--- src/rtl/regfile_writeback_pkg.sv ---
// Shared widths, FIFO entry layout and arbiter selection codes for the writeback slice.
package regfile_writeback_pkg;

  localparam int unsigned AddrWidth   = 32;
  localparam int unsigned DataWidth   = 32;
  localparam int unsigned RegNumWidth = 5;
  localparam int unsigned WbFifoDepth = 4;

  typedef struct packed {
    logic [RegNumWidth-1:0] rd;
    logic [DataWidth-1:0]   data;
    logic [AddrWidth-1:0]   pc;
  } wb_entry_t;

  typedef enum logic [1:0] {
    SEL_NONE,
    SEL_ALU,
    SEL_FIFO
  } wb_sel_e;

endpackage

--- src/rtl/regfile_writeback_fifo.sv ---
// wb_fifo: in-order result FIFO of {rd, data, pc}; also exports per-slot valid and rd for hazard masking.
module wb_fifo
  import regfile_writeback_pkg::*;
#(
  parameter int unsigned DEPTH = WbFifoDepth
) (
  input  logic                                  clk,
  input  logic                                  rst_n,
  input  logic                                  push_i,
  input  wb_entry_t                             push_entry_i,
  input  logic                                  pop_i,
  output wb_entry_t                             head_o,
  output logic                                  full_o,
  output logic                                  empty_o,
  output logic [$clog2(DEPTH):0]                count_o,
  output logic [DEPTH-1:0]                      valid_o,
  output logic [DEPTH*RegNumWidth-1:0]          rd_o
);

  localparam int unsigned PtrW = $clog2(DEPTH);
  localparam int unsigned CntW = PtrW + 1;

  wb_entry_t         mem_q [DEPTH];
  logic [PtrW-1:0]   wptr_q, rptr_q;
  logic [CntW-1:0]   count_q;

  always_ff @(posedge clk or negedge rst_n) begin
    if (!rst_n) begin
      wptr_q  <= '0;
      rptr_q  <= '0;
      count_q <= '0;
    end else begin
      if (push_i) wptr_q <= wptr_q + PtrW'(1);
      if (pop_i)  rptr_q <= rptr_q + PtrW'(1);
      case ({push_i, pop_i})
        2'b10:   count_q <= count_q + CntW'(1);
        2'b01:   count_q <= count_q - CntW'(1);
        default: count_q <= count_q;
      endcase
    end
  end

  always_ff @(posedge clk) begin
    if (push_i) mem_q[wptr_q] <= push_entry_i;
  end

  assign head_o  = mem_q[rptr_q];
  assign full_o  = (count_q == CntW'(DEPTH));
  assign empty_o = (count_q == '0);
  assign count_o = count_q;

  // A slot is live when its distance from the read pointer (mod DEPTH) is below the count.
  always_comb begin
    valid_o = '0;
    rd_o    = '0;
    for (int unsigned i = 0; i < DEPTH; i++) begin
      valid_o[i] = CntW'(PtrW'(i - 32'(rptr_q))) < count_q;
      rd_o[i*RegNumWidth +: RegNumWidth] = mem_q[i].rd;
    end
  end

endmodule

--- src/rtl/regfile_writeback.sv ---
// Register-file writeback arbiter: ALU results vs queued memory results, one registered write per cycle.
// Optional WB_TRACE_EN prints each committed write.
module regfile_writeback
  import regfile_writeback_pkg::*;
#(
  parameter int unsigned FIFO_DEPTH = WbFifoDepth
) (
  input  logic                   clk,
  input  logic                   reset,
  input  logic                   aluValid,
  output logic                   aluReady,
  input  logic [RegNumWidth-1:0] aluRd,
  input  logic [DataWidth-1:0]   aluData,
  input  logic [AddrWidth-1:0]   aluPC,
  input  logic                   memValid,
  output logic                   memReady,
  input  logic [RegNumWidth-1:0] memRd,
  input  logic [DataWidth-1:0]   memData,
  input  logic [AddrWidth-1:0]   memPC,
  output logic                   regWriteEnable,
  output logic [RegNumWidth-1:0] regWriteNum,
  output logic [DataWidth-1:0]   regWriteData,
  output logic [AddrWidth-1:0]   regWritePC,
  output logic [31:0]            pendingMask
);

  wb_entry_t                         push_entry, head;
  logic                              fifo_full, fifo_empty, push, pop, alu_take;
  logic [$clog2(FIFO_DEPTH):0]       fifo_count;
  logic [FIFO_DEPTH-1:0]             fifo_valid;
  logic [FIFO_DEPTH*RegNumWidth-1:0] fifo_rd;
  wb_sel_e                           sel;

  logic                   we_q, we_d;
  logic [RegNumWidth-1:0] num_q, num_d;
  logic [DataWidth-1:0]   data_q, data_d;
  logic [AddrWidth-1:0]   pc_q, pc_d;

  assign aluReady   = reset && !fifo_full;
  assign memReady   = reset && !fifo_full;
  assign alu_take   = aluValid && aluReady && (aluRd != '0);
  assign push       = memValid && memReady && (memRd != '0);
  assign pop        = (sel == SEL_FIFO);
  assign push_entry = '{rd: memRd, data: memData, pc: memPC};

  wb_fifo #(.DEPTH(FIFO_DEPTH)) u_fifo (
    .clk          (clk),
    .rst_n        (reset),
    .push_i       (push),
    .push_entry_i (push_entry),
    .pop_i        (pop),
    .head_o       (head),
    .full_o       (fifo_full),
    .empty_o      (fifo_empty),
    .count_o      (fifo_count),
    .valid_o      (fifo_valid),
    .rd_o         (fifo_rd)
  );

  always_comb begin
    sel = SEL_NONE;
    if (alu_take)         sel = SEL_ALU;
    else if (!fifo_empty) sel = SEL_FIFO;
    we_d   = 1'b0;
    num_d  = num_q;
    data_d = data_q;
    pc_d   = pc_q;
    case (sel)
      SEL_ALU: begin
        we_d = 1'b1; num_d = aluRd; data_d = aluData; pc_d = aluPC;
      end
      SEL_FIFO: begin
        we_d = 1'b1; num_d = head.rd; data_d = head.data; pc_d = head.pc;
      end
      default: ;
    endcase
  end

  always_ff @(posedge clk or negedge reset) begin
    if (!reset) begin
      we_q   <= 1'b0;
      num_q  <= '0;
      data_q <= '0;
      pc_q   <= '0;
    end else begin
      we_q   <= we_d;
      num_q  <= num_d;
      data_q <= data_d;
      pc_q   <= pc_d;
    end
  end

  always_comb begin
    pendingMask = '0;
    for (int unsigned i = 0; i < FIFO_DEPTH; i++) begin
      if (fifo_valid[i]) pendingMask[fifo_rd[i*RegNumWidth +: RegNumWidth]] = 1'b1;
    end
    if (we_q) pendingMask[num_q] = 1'b1;
    pendingMask[0] = 1'b0;
  end

  assign regWriteEnable = we_q;
  assign regWriteNum    = num_q;
  assign regWriteData   = data_q;
  assign regWritePC     = pc_q;

`ifdef WB_TRACE_EN
  always_ff @(posedge clk) begin
    if (regWriteEnable) $display("pc = %h: x%d = %h", regWritePC, regWriteNum, regWriteData);
  end
`else
`endif

endmodule

--- config.mk ---
export PLATFORM = sky130hd
export DESIGN_NAME = regfile_writeback
export DESIGN_NICKNAME = d
export VERILOG_FILES = /design/src/rtl/regfile_writeback_pkg.sv /design/src/rtl/regfile_writeback_fifo.sv /design/src/rtl/regfile_writeback.sv
export SDC_FILE = /design/constraint.sdc
export NUM_CORES = 1
export LEC_CHECK = 0
export ABC_AREA = 0
export CORE_MARGIN = 1.5
export CORE_UTILIZATION = 58
export CTS_CLUSTER_DIAMETER = 30
export DETAILED_ROUTE_END_ITERATION = 7
export GPL_TIMING_DRIVEN = 0
export HOLD_SLACK_MARGIN = 0.02
export PLACE_DENSITY = 0.95
export SLEW_MARGIN = 0
export SYNTH_ARGS = -nofsm -noshare
export SYNTH_HDL_FRONTEND = slang
export SYNTH_SLANG_ARGS = --single-unit
--- constraint.sdc ---
create_clock -name clk -period 6.7 [get_ports clk]
set_clock_uncertainty 0.1 [all_clocks]
set_input_delay 2.01 -clock clk [delete_from_list [all_inputs] [get_ports clk]]
set_output_delay 2.01 -clock clk [all_outputs]
set_load 0.02 [all_outputs]
==> results.md <==
* Max-Cap Viols at 0
* Slowest-stage cell, CP: a2111oi_0
* Routed WL per cell at 28.4 um
* Non-filler cells, final at ~1600
* Final period util at 94.7%
* Via count of the first global-routing pass at between 10000 and 15000
* Main combinational cell family by area after synthesis: multiplexers
* Pre-antenna DRT Iters at 5
* Die H at 166 um
* Met1 Resource Use GR at 43.2%
* Final core occ at 79.1%
* Boundary Pins at 246
* Layout Area Growth over Synthesis at 33.8%
* Die W at 166 um
* Peak VDD IR at 0.325 mV
* Initial antenna violation count at 7
* Relative slew margins at a little over a fifth
* Placed wire-length estimate at 30600 um
* Setup_tns at 0 ns
* Final setup fails at 0
* Final net count at 1416
* Residual DRC at 0
* Ys flop type: edfxtp_1
* Most frequent cells in the layout: edfxtp_1, clkdlybuf4s50_1, nand3_1
* Clock slew at reported path FFs at 0.06 ns
* YS warnings at 0
* Placer Congestion at 0.966
* Post-synth EDFFs at 276
* Fmax achieved at 158 MHz
* First-pass GRT wire length at between 70000 and 80000 um
* Synth Cell Area at 15400 sq um
* Buf+Inv Stages, Crit Path at 3
* CP Class: flip-flop to output pin
* Synth Instances at 956
* H-tree depth at 2
* Status: finished, final reports clean
* Met3 GRT Util at 8.20%
* Compound-Gate Fraction of Synth Area at under 10%
* DR vias/cell at 6.56
* PortBufs at 243
* Worst Path Max Fanout at 17
* Share of layout cells above drive strength 1 at approximately a fifth
* Grt ovf at 0
* Setup Buffers After CTS at 0
* Max stage delay on crit path at around 1.1 ns
* Core Rows at between 50 and 60
* Yosys reg bits at 353
* Syn_nets at 1108
* Asr flop ratio synth at a little over a fifth
* Hold Vio Cnt, Final at 0
* Mux contribution to synthesized area at 14.7%
* Routed Antenna Nets at 0
* Type of the worst min-delay path: flip-flop to flip-flop
* Clock Tree Buf Depth at 3
* Largest net degree at the start of global routing at 63
* Slew Viols, Final at 0
* Met2 GRT Util at 58.0%
* Tot GR Track Use at 34.5%
* Synth Area in Simple Gates at 6.88%
* Synthesized area per cell at 16.1 sq um
* 1st-iter DRT viols at 1213
* Clock Root Buffer: clkbuf_16
* Worst EP arrival at 4.23 ns
* Xor/xnor share of the synthesized area at 0.399%
* Leak at 0.00741 uW
* Post-Place Cell Area at 18500 sq um
* Critical path startpoint category: flip-flop
* Clk_lat worst skew at 0.55 ns
* Worst setup EP type: output pin
* Num CTS Buffers at 53
* CP top delay family: buffers and inverters
* CTS tree: yes
* GR peak layer: met2
* Adder-Cell Fraction of Synth Area at 0.864%
* Unrepaired setup endpoints after global routing: false
* Final Power at 9580 uW
* Clock period minus worst slack at 6.34 ns
* Final Instance Area at 20600 sq um
* Yosys cell types at 48
* Commonest non-fill, non-tap cell in the layout: edfxtp_1
* Cells after DPL at 1545
* Via count at 10800
* Final WL at 46900 um
* Seq/Total Area, Yosys at between 60% and 70%
* Worst Tran Pin Value at 1.15 ns
* CP Data Required Time at about 4.6 ns
* PD cells at between 400 and 500 nW/um^2
* Core ar. at 26000 sq um
* Worst path cell trace: buf_2 > inv_1 > ha_1 > nor2b_1 > a2111oi_0 > a22oi_1 > nand3_1 > clkdlybuf4s50_1
* Die area at 27500 sq um
* Starting Density at between 50 and 60%
* Clock Sinks at 353
## final timing paths
| path | start | to | depth (start not counted) | slack [ns] |
|---|---|---|---|---|
| setup / recovery | u_fifo.rptr_q[1] | pendingMask[4] | 8 | 0.36 |
| hold / removal | regWriteData[30] | regWriteData[30] | 2 | 0.46 |
| setup reg to reg | u_fifo.count_o[0] | u_fifo.mem_q[2][37] | 8 | 3.37 |
| hold reg to reg | regWriteData[30] | regWriteData[30] | 2 | 0.46 |
| max in group asynchronous | reset | regWriteData[14] | 2 | 4.58 |
| min in group asynchronous | reset | regWritePC[21] | 1 | 1.24 |
## through the flow
stage | setup WS (ns) | hold WS (ns)
after global placement | -5.43 | 0.425
after detailed placement | 0.317 | 0.444
after global routing | 0.192 | 0.483
after CTS | -0.253 | 0.459
after floorplan | 0.478 | 0.398
final | 0.355 | 0.458
## worst min-delay path, stage by stage (launching register included)
cell and delay (ns):
dfrtp_1 0.34, mux2i_1 0.07, o21ai_1 0.11
## cell usage after synthesis (2+ instances only)
cell / number / share of area [%]
edfxtp_1: 276 / 54
nand3_1: 91 / 3.0
dfrtp_1: 77 / 13
mux2i_1: 69 / 4.5
mux4_2: 69 / 10
a22oi_1: 56 / 2.7
o21ai_1: 49 / 1.6
nand2_1: 29 / 0.71
clkbuf_1: 22 / 0.54
o21ai_2: 20 / 1.1
buf_2: 19 / 0.62
inv_1: 15 / 0.37
nor2_1: 15 / 0.37
a2111oi_1: 14 / 0.91
buf_1: 14 / 0.34
nor2b_1: 13 / 0.53
o211ai_1: 13 / 0.64
ha_1: 9 / 0.73
nor3b_1: 9 / 0.44
buf_6: 8 / 0.59
nand2b_1: 6 / 0.24
a21oi_1: 5 / 0.16
and3b_1: 5 / 0.29
nor3_1: 5 / 0.16
a2111oi_2: 4 / 0.39
and2_1: 4 / 0.16
or2_2: 4 / 0.16
xnor2_1: 4 / 0.23
and3_1: 3 / 0.12
buf_4: 3 / 0.15
xor2_1: 3 / 0.17
a211oi_1: 2 / 0.098
a32oi_1: 2 / 0.11
nand3b_1: 2 / 0.098
nor4b_2: 2 / 0.20
or3b_2: 2 / 0.11
or4_1: 2 / 0.098
## metal layers
layer	up-vias	routed length, um
li1	4469	-
met1	5468	16800
met2	709	23400
met3	159	4410
met4	4	2210
met5	-	27
## registers in the layout, summed over array words and instances, names as in the netlist
| register | count |
|---|---|
| u_fifo.count_o | 3 |
| u_fifo.rptr_q | 2 |
| regWriteData | 32 |
| regWriteEnable | 1 |
| u_fifo.wptr_q | 2 |
| regWritePC | 32 |
| u_fifo.mem_q | 276 |
| regWriteNum | 5 |
## what timing repair did
action                                  4_1_cts  5_1_grt
gates resized for setup                      12        6
hold endpoints to repair                      0        0
endpoints found under the setup margin       28       30
hold buffers                                  0        0
## kinds of logic (layout without fill, tap and decap cells)
group / after synthesis / after routing
flip-flops: 353 / 353
AND/OR/NAND/NOR: 196 / 196
XOR/XNOR: 7 / 7
buffers and inverters: 81 / 434
adder cells (fa/ha/maj): 10 / 10
AO/OA/AOI/OAI: 169 / 169
multiplexers: 139 / 139
other: 1 / 5
## power breakdown
part	internal, uW	leakage (uW)	switching (uW)
Combinational	1540	0.00308	2030
Sequential	2800	0.00342	244
Clock	1890	0.000924	1070
Total	6230	0.00741	3350
## final cells by class
class                   instances  area, sq um
well taps                     335          419
diodes                          4         10.0
repair buffers                255         2700
fillers                      1369         5430
clock inverters                41          528
plain buffers                  64          335
clock buffers                  59         1400
multi-input cells             522         4890
flip-flops and latches        353        10200
inverters                      15         56.3
(Power assumes the default switching activity.)
